### src/rtl/quiz_pkg.sv
// Shared definitions for the quiz round controller: FSM encoding, player count,
// and the lowest-index-wins priority encoder used to pick a buzzer winner.
package quiz_pkg;

  localparam int NUM_PLAYERS = 4;

  typedef enum logic [2:0] {
    IDLE      = 3'd0,
    RUN       = 3'd1,
    LOCK      = 3'd2,
    TIMEOUT   = 3'd3,
    GAME_OVER = 3'd4
  } state_t;

  // Lowest set bit wins, so simultaneous buzzers resolve deterministically.
  function automatic logic [1:0] first_player(input logic [NUM_PLAYERS-1:0] v);
    first_player = '0;
    for (int i = NUM_PLAYERS - 1; i >= 0; i--) begin
      if (v[i]) first_player = i[1:0];
    end
  endfunction

endpackage

### src/rtl/btn_debounce.sv
// Button conditioner: 2-FF synchroniser, stability counter, and a one-cycle pulse
// on every accepted 0->1 transition of the debounced level.
module btn_debounce #(
  parameter int DEB_CYCLES = 1_000_000
) (
  input  logic clk,
  input  logic rst,
  input  logic raw,
  output logic rise
);

  localparam int               CW      = $clog2(DEB_CYCLES + 1);
  localparam logic [CW-1:0]    CNT_MAX = CW'(DEB_CYCLES);

  logic [1:0]    sync_q;
  logic          level_q;
  logic [CW-1:0] cnt_q;

  // NOTE: every register here uses non-blocking assignment so the two synchroniser
  // stages shift on the same edge instead of collapsing into a single flop.
  always_ff @(posedge clk or negedge rst) begin
    if (!rst) begin
      sync_q  <= '0;
      level_q <= 1'b0;
      cnt_q   <= '0;
      rise    <= 1'b0;
    end else begin
      sync_q <= {sync_q[0], raw};
      rise   <= 1'b0;
      if (sync_q[1] == level_q) begin
        cnt_q <= '0;
      end else if (cnt_q == CNT_MAX) begin
        // The new value has been seen for DEB_CYCLES consecutive samples.
        level_q <= sync_q[1];
        cnt_q   <= '0;
        rise    <= sync_q[1];
      end else begin
        cnt_q <= cnt_q + CW'(1);
      end
    end
  end

endmodule

### src/rtl/quiz_round_ctrl.sv
// Quiz round controller: drives the sweep timer's st line, locks the first buzzer
// in each round, keeps saturating per-player scores and ends the game after ROUNDS.
module quiz_round_ctrl
  import quiz_pkg::*;
#(
  parameter int DEB_CYCLES = 1_000_000,
  parameter int ROUNDS     = 3,
  parameter int SCORE_W    = 4
) (
  input  logic                     clk,
  input  logic                     rst,
  input  logic                     btn_start,
  input  logic [3:0]               btn_player,
  input  logic                     time_end,
  output logic                     st,
  output logic [1:0]               winner,
  output logic                     winner_valid,
  output logic                     timeout,
  output logic [3:0]               round,
  output logic [4*SCORE_W-1:0]     scores,
  output logic                     game_over
);

  localparam logic [3:0]         LAST_ROUND = 4'(ROUNDS);
  localparam logic [SCORE_W-1:0] SCORE_MAX  = '1;

  logic                                start_pulse;
  logic [NUM_PLAYERS-1:0]              player_pulse;
  logic [1:0]                          pick;
  state_t                              state;
  logic [NUM_PLAYERS-1:0][SCORE_W-1:0] score_q;

  btn_debounce #(.DEB_CYCLES(DEB_CYCLES)) u_start_deb (
    .clk  (clk),
    .rst  (rst),
    .raw  (btn_start),
    .rise (start_pulse)
  );

  for (genvar i = 0; i < NUM_PLAYERS; i++) begin : g_player_deb
    btn_debounce #(.DEB_CYCLES(DEB_CYCLES)) u_player_deb (
      .clk  (clk),
      .rst  (rst),
      .raw  (btn_player[i]),
      .rise (player_pulse[i])
    );
  end

  assign pick   = first_player(player_pulse);
  assign scores = score_q;

  // NOTE: the score registers are plain flops, not a memory, so they are cleared by
  // the asynchronous reset along with the rest of the state.
  always_ff @(posedge clk or negedge rst) begin
    if (!rst) begin
      state        <= IDLE;
      st           <= 1'b0;
      winner       <= '0;
      winner_valid <= 1'b0;
      timeout      <= 1'b0;
      round        <= '0;
      score_q      <= '0;
      game_over    <= 1'b0;
    end else begin
      case (state)
        IDLE: begin
          if (start_pulse) begin
            state <= RUN;
            st    <= 1'b1;
          end
        end

        RUN: begin
          // A buzzer in the same cycle as time_end still wins the round.
          if (|player_pulse) begin
            state        <= LOCK;
            st           <= 1'b0;
            winner       <= pick;
            winner_valid <= 1'b1;
            round        <= round + 4'd1;
            if (score_q[pick] != SCORE_MAX) begin
              score_q[pick] <= score_q[pick] + SCORE_W'(1);
            end
          end else if (time_end) begin
            state   <= TIMEOUT;
            st      <= 1'b0;
            timeout <= 1'b1;
            round   <= round + 4'd1;
          end
        end

        LOCK, TIMEOUT: begin
          if (round == LAST_ROUND) begin
            state     <= GAME_OVER;
            game_over <= 1'b1;
          end else if (start_pulse) begin
            state        <= RUN;
            st           <= 1'b1;
            winner_valid <= 1'b0;
            timeout      <= 1'b0;
          end
        end

        GAME_OVER: begin
          // Last-round result stays visible until the host starts a new game.
          if (start_pulse) begin
            state        <= IDLE;
            game_over    <= 1'b0;
            winner       <= '0;
            winner_valid <= 1'b0;
            timeout      <= 1'b0;
            round        <= '0;
            score_q      <= '0;
          end
        end

        default: begin
          state <= IDLE;
          st    <= 1'b0;
        end
      endcase
    end
  end

endmodule

### config.mk
export PLATFORM = sky130hd
export DESIGN_NAME = quiz_round_ctrl
export DESIGN_NICKNAME = d
export VERILOG_FILES = /design/src/rtl/quiz_pkg.sv /design/src/rtl/btn_debounce.sv /design/src/rtl/quiz_round_ctrl.sv
export SDC_FILE = /design/constraint.sdc
export NUM_CORES = 1
export LEC_CHECK = 0
export ABC_AREA = 1
export CAP_MARGIN = 30
export CORE_MARGIN = 2
export CORE_UTILIZATION = 40
export DETAILED_ROUTE_END_ITERATION = 7
export HOLD_SLACK_MARGIN = 0.12
export PLACE_DENSITY = 0.55
export RECOVER_POWER = 25
export SLEW_MARGIN = 20
export SYNTH_ARGS = -nofsm -noshare
export SYNTH_HDL_FRONTEND = slang
export SYNTH_SLANG_ARGS = --single-unit
export TNS_END_PERCENT = 100
### constraint.sdc
create_clock -name clk -period 5.35 [get_ports clk]
set_input_delay 0.8025 -clock clk [delete_from_list [all_inputs] [get_ports clk]]
set_output_delay 0.8025 -clock clk [all_outputs]
set_load 0.005 [all_outputs]
==> reports/results.tsv <==
stage	metric	value	unit
timing	hold_viol	0	
final_layout	antenna_cells	0	
timing	rsz0062_at_grt	no	
logic_synthesis	synth_edf_count	0	
logic_synthesis	synth_nets	986	
clock_tree	root_buffer	clkbuf_16	
worst_setup_path	critPathCapture	u_start_deb.sync_q[1]	
worst_setup_path	worstSetupEndpointType	async pin	
worst_setup_path	reg2reg_slack	3.10	ns
worst_setup_path	rr_worst_depth	12	
logic_synthesis	yosys.area_share.xor_xnor	0.05581	
power	p_per_area	272.6	mW/mm2
logic_synthesis	synthFlopType	dfrtp_1	
timing	clock_skew	0.008105	ns
placement	globalplace.congestion	0.8651	
timing	relSlewSlack	-0.6375	
worst_setup_path	startpoint_type	primary input	
clock_tree	clock-sinks	149	
logic_synthesis	synthSimpleGateAreaFrac	0.3228	
worst_setup_path	path_class	in -> async	
worst_setup_path	arrival	2.56	ns
worst_setup_path	cpLargestDelayFamily	buffers and inverters	
logic_synthesis	avgSynthCellArea	8.122	um2
floorplanning	core_area	0.01933	mm2
grt	grt_max_degree	100	
final_layout	utilization	0.4726	
worst_setup_path	r2r_start	g_player_deb[0].u_player_deb.rise	
grt	grt.overflow.total	0	
clock_tree	cts_tree	done	
clock_tree	cts_made_buffers	17	
detailed_routing	vias	6218	
logic_synthesis	synth_cell_types	40	
logic_synthesis	synthAdderAreaFrac	0.01914	
logic_synthesis	synth-compound-area-share	0.05629	
logic_synthesis	synth_top_area_frac	0.4752	
logic_synthesis	ys_ff_latch	149	
clock_tree	clk_pin_slew_worst_paths	0.06	ns
logic_synthesis	ys_async_sr_fraction	1.000	
worst_setup_path	path_cells	clkbuf_1	
clock_tree	ctsResizeCount	0	
logic_synthesis	yosys_warnings	0	
worst_setup_path	path_depth	1	
timing	period_needed	2.559	ns
detailed_routing	routedWlPerCell	13.01	um
clock_tree	htree_levels	4	
run	max_cap_violations	1	
outcome	violations	max-capacitance violations, max-slew violations	
clock_tree	postCtsSetupBuffers	0	
final_layout	n_fill_cell	1944	
logic_synthesis	synth_top_family_by_area	simple AND/OR/NAND/NOR gates	
clock_tree	cts_max_path_buffers	2	
worst_setup_path	path_buf_inv	1	
logic_synthesis	netlist.top_cell.by_area	dfrtp_1	
placement	dp_slack	3.123	ns
floorplanning	rows	51	
timing	fin_ws	2.791	ns
detailed_routing	wirelength	16830	um
floorplanning	ios	34	
placement	dpl.hpwl	12290	um
detailed_routing	drt_pass1_iterations	4	
timing	fin_setup_tns	0	ns
final_layout	mostFrequentLayoutCell	nand2_1	
grt	gr-usage-all-layers	0.1780	
grt	grt_first_pass_wirelength	29550	um
final_layout	final_nets	1037	
grt	grt_pass1_vias	6035	
worst_setup_path	cp.required	5.35	ns
placement	port_buffers	33	
logic_synthesis	ys_seq_area_frac	0.4752	
logic_synthesis	yosys-top-cells-area	dfrtp_1 48%, nand2_1 8.7%, nor2_1 6.6%, inv_1 6.1%, nand3_1 4.7%	
hold_path	min_path_type	reg -> reg	
worst_setup_path	worstPathMaxFanout	44	
timing	worst_pin_slew	2.456	ns
floorplanning	die_area	0.02075	mm2
logic_synthesis	synth_cells	966	
worst_setup_path	slowest_stage	clkbuf_1	
power	leakage	4.122	nW
worst_setup_path	startpoint	rst	
power	ir_drop	178.8	uV
grt	antenna_found_initial	0	
floorplanning	fp.dieH	144.1	um
final_layout	drive_gt1_frac	0.08941	
final_layout	layout_common_cells	181 x nand2_1, 149 x dfrtp_1, 137 x nor2_1	
timing	finalSetupViolations	0	
timing	fmax	0.3908	GHz
outcome	outcome	finished with violations	
timing	slew_viol_final	44	
detailed_routing	drcViolationCount	0	
detailed_routing	via_per_inst	4.805	
logic_synthesis	mappedNetlistArea	0.007846	mm2
timing	fin_crit_sh	0.4783	
worst_setup_path	worst_r2r_endpoint	scores[14]	
logic_synthesis	synth.area.mux_share	0	
clock_tree	cts_hold_buf	0	
detailed_routing	drtAntennaViolNets	0	
floorplanning	die_x	144.1	um
detailed_routing	drt_iter0_drc	323	
floorplanning	start_util	0.4058	
timing	fin_hold_ws	0.3465	ns
clock_tree	insertion_delay	0.42	ns
power	power.total	2.491	mW
worst_setup_path	critPathMaxStageDelay	1.70	ns
final_layout	syn2layout_area_growth	16.46	%
-- registers in the layout, summed over array words and instances, names as in the netlist --
signal and flops:
timeout 1, g_player_deb.u_player_deb.cnt_q 80, winner_valid 1, g_player_deb.u_player_deb.sync_q 8, u_start_deb.rise 1, u_start_deb.level_q 1, scores 16, state 3
u_start_deb.cnt_q 20, g_player_deb.u_player_deb.rise 4, u_start_deb.sync_q 2, round 4, st 1, winner 2, g_player_deb.u_player_deb.level_q 4, game_over 1
-- power breakdown --
group,internal [mW],leakage [nW],total (mW),switching [mW]
Sequential,1.14,2.04,1.15,0.0107
Combinational,0.0226,1.78,0.0774,0.0548
Clock,0.813,0.302,1.26,0.450
Total,1.98,4.12,2.49,0.515
-- layer usage --
metal  vias up  track usage  wire (um)
li1       3233            -          -
met1      2916       0.2564       8651
met2        64       0.2762       7604
met3         5      0.03808        473
met4         0      0.04025        103
met5         -            0          0
-- synth_stat cells, types with 3 or more instances --
master,count
o21ai_1,7
inv_2,8
a21oi_1,32
inv_1,128
nand3_1,73
xor2_1,39
nor3b_1,8
nand4_1,36
nor4_1,10
nand3_2,10
or2_2,3
ha_1,12
o21ai_0,20
nand2_1,181
nor2_2,9
nor2_4,5
a31oi_1,3
nor3_1,36
nor2_1,137
o31ai_1,4
xnor2_1,11
nor3_2,7
dfrtp_1,149
nand2_2,13
o21a_1,6
-- logic make-up after synthesis --
logic type,Yosys count
buf+inv,143
xor+xnor,50
compound gates,78
fa+ha+maj,12
flops,149
simple gates,534
-- worst min-delay path by stage --
stage                                            from                                     end  depth (start not counted)  slack [ns]
3_3_place_gp   g_player_deb[0].u_player_deb.sync_q[0]  g_player_deb[0].u_player_deb.sync_q[1]                          0        0.33
5_1_grt        g_player_deb[0].u_player_deb.sync_q[0]  g_player_deb[0].u_player_deb.sync_q[1]                          0        0.36
6_report                        u_start_deb.sync_q[0]                   u_start_deb.sync_q[1]                          0        0.35
4_1_cts                         u_start_deb.sync_q[0]                   u_start_deb.sync_q[1]                          0        0.35
2_1_floorplan  g_player_deb[0].u_player_deb.sync_q[0]  g_player_deb[0].u_player_deb.sync_q[1]                          0        0.33
3_5_place_dp                    u_start_deb.sync_q[0]                   u_start_deb.sync_q[1]                          0        0.34
-- through the flow --
stage	cell area, um2	cells
detailed placement	8493	1262
finish	9138	1294
floorplan	7846	966
CTS	9117	1293
global route	9138	1294
global placement	8493	1262
-- area by class of cell --
class	instances	area (um2)	share of cell area
Multi-Input combinational cell	674	3562	0.3898
Clock buffer	22	474.2	0.05190
Sequential cell	149	3729	0.4081
Inverter	139	524.3	0.05737
Tap cell	265	331.6	0.03629
Timing Repair Buffer	36	366.6	0.04012
Clock inverter	9	150.1	0.01643
Note: power is estimated with default switching activity, not from simulation.
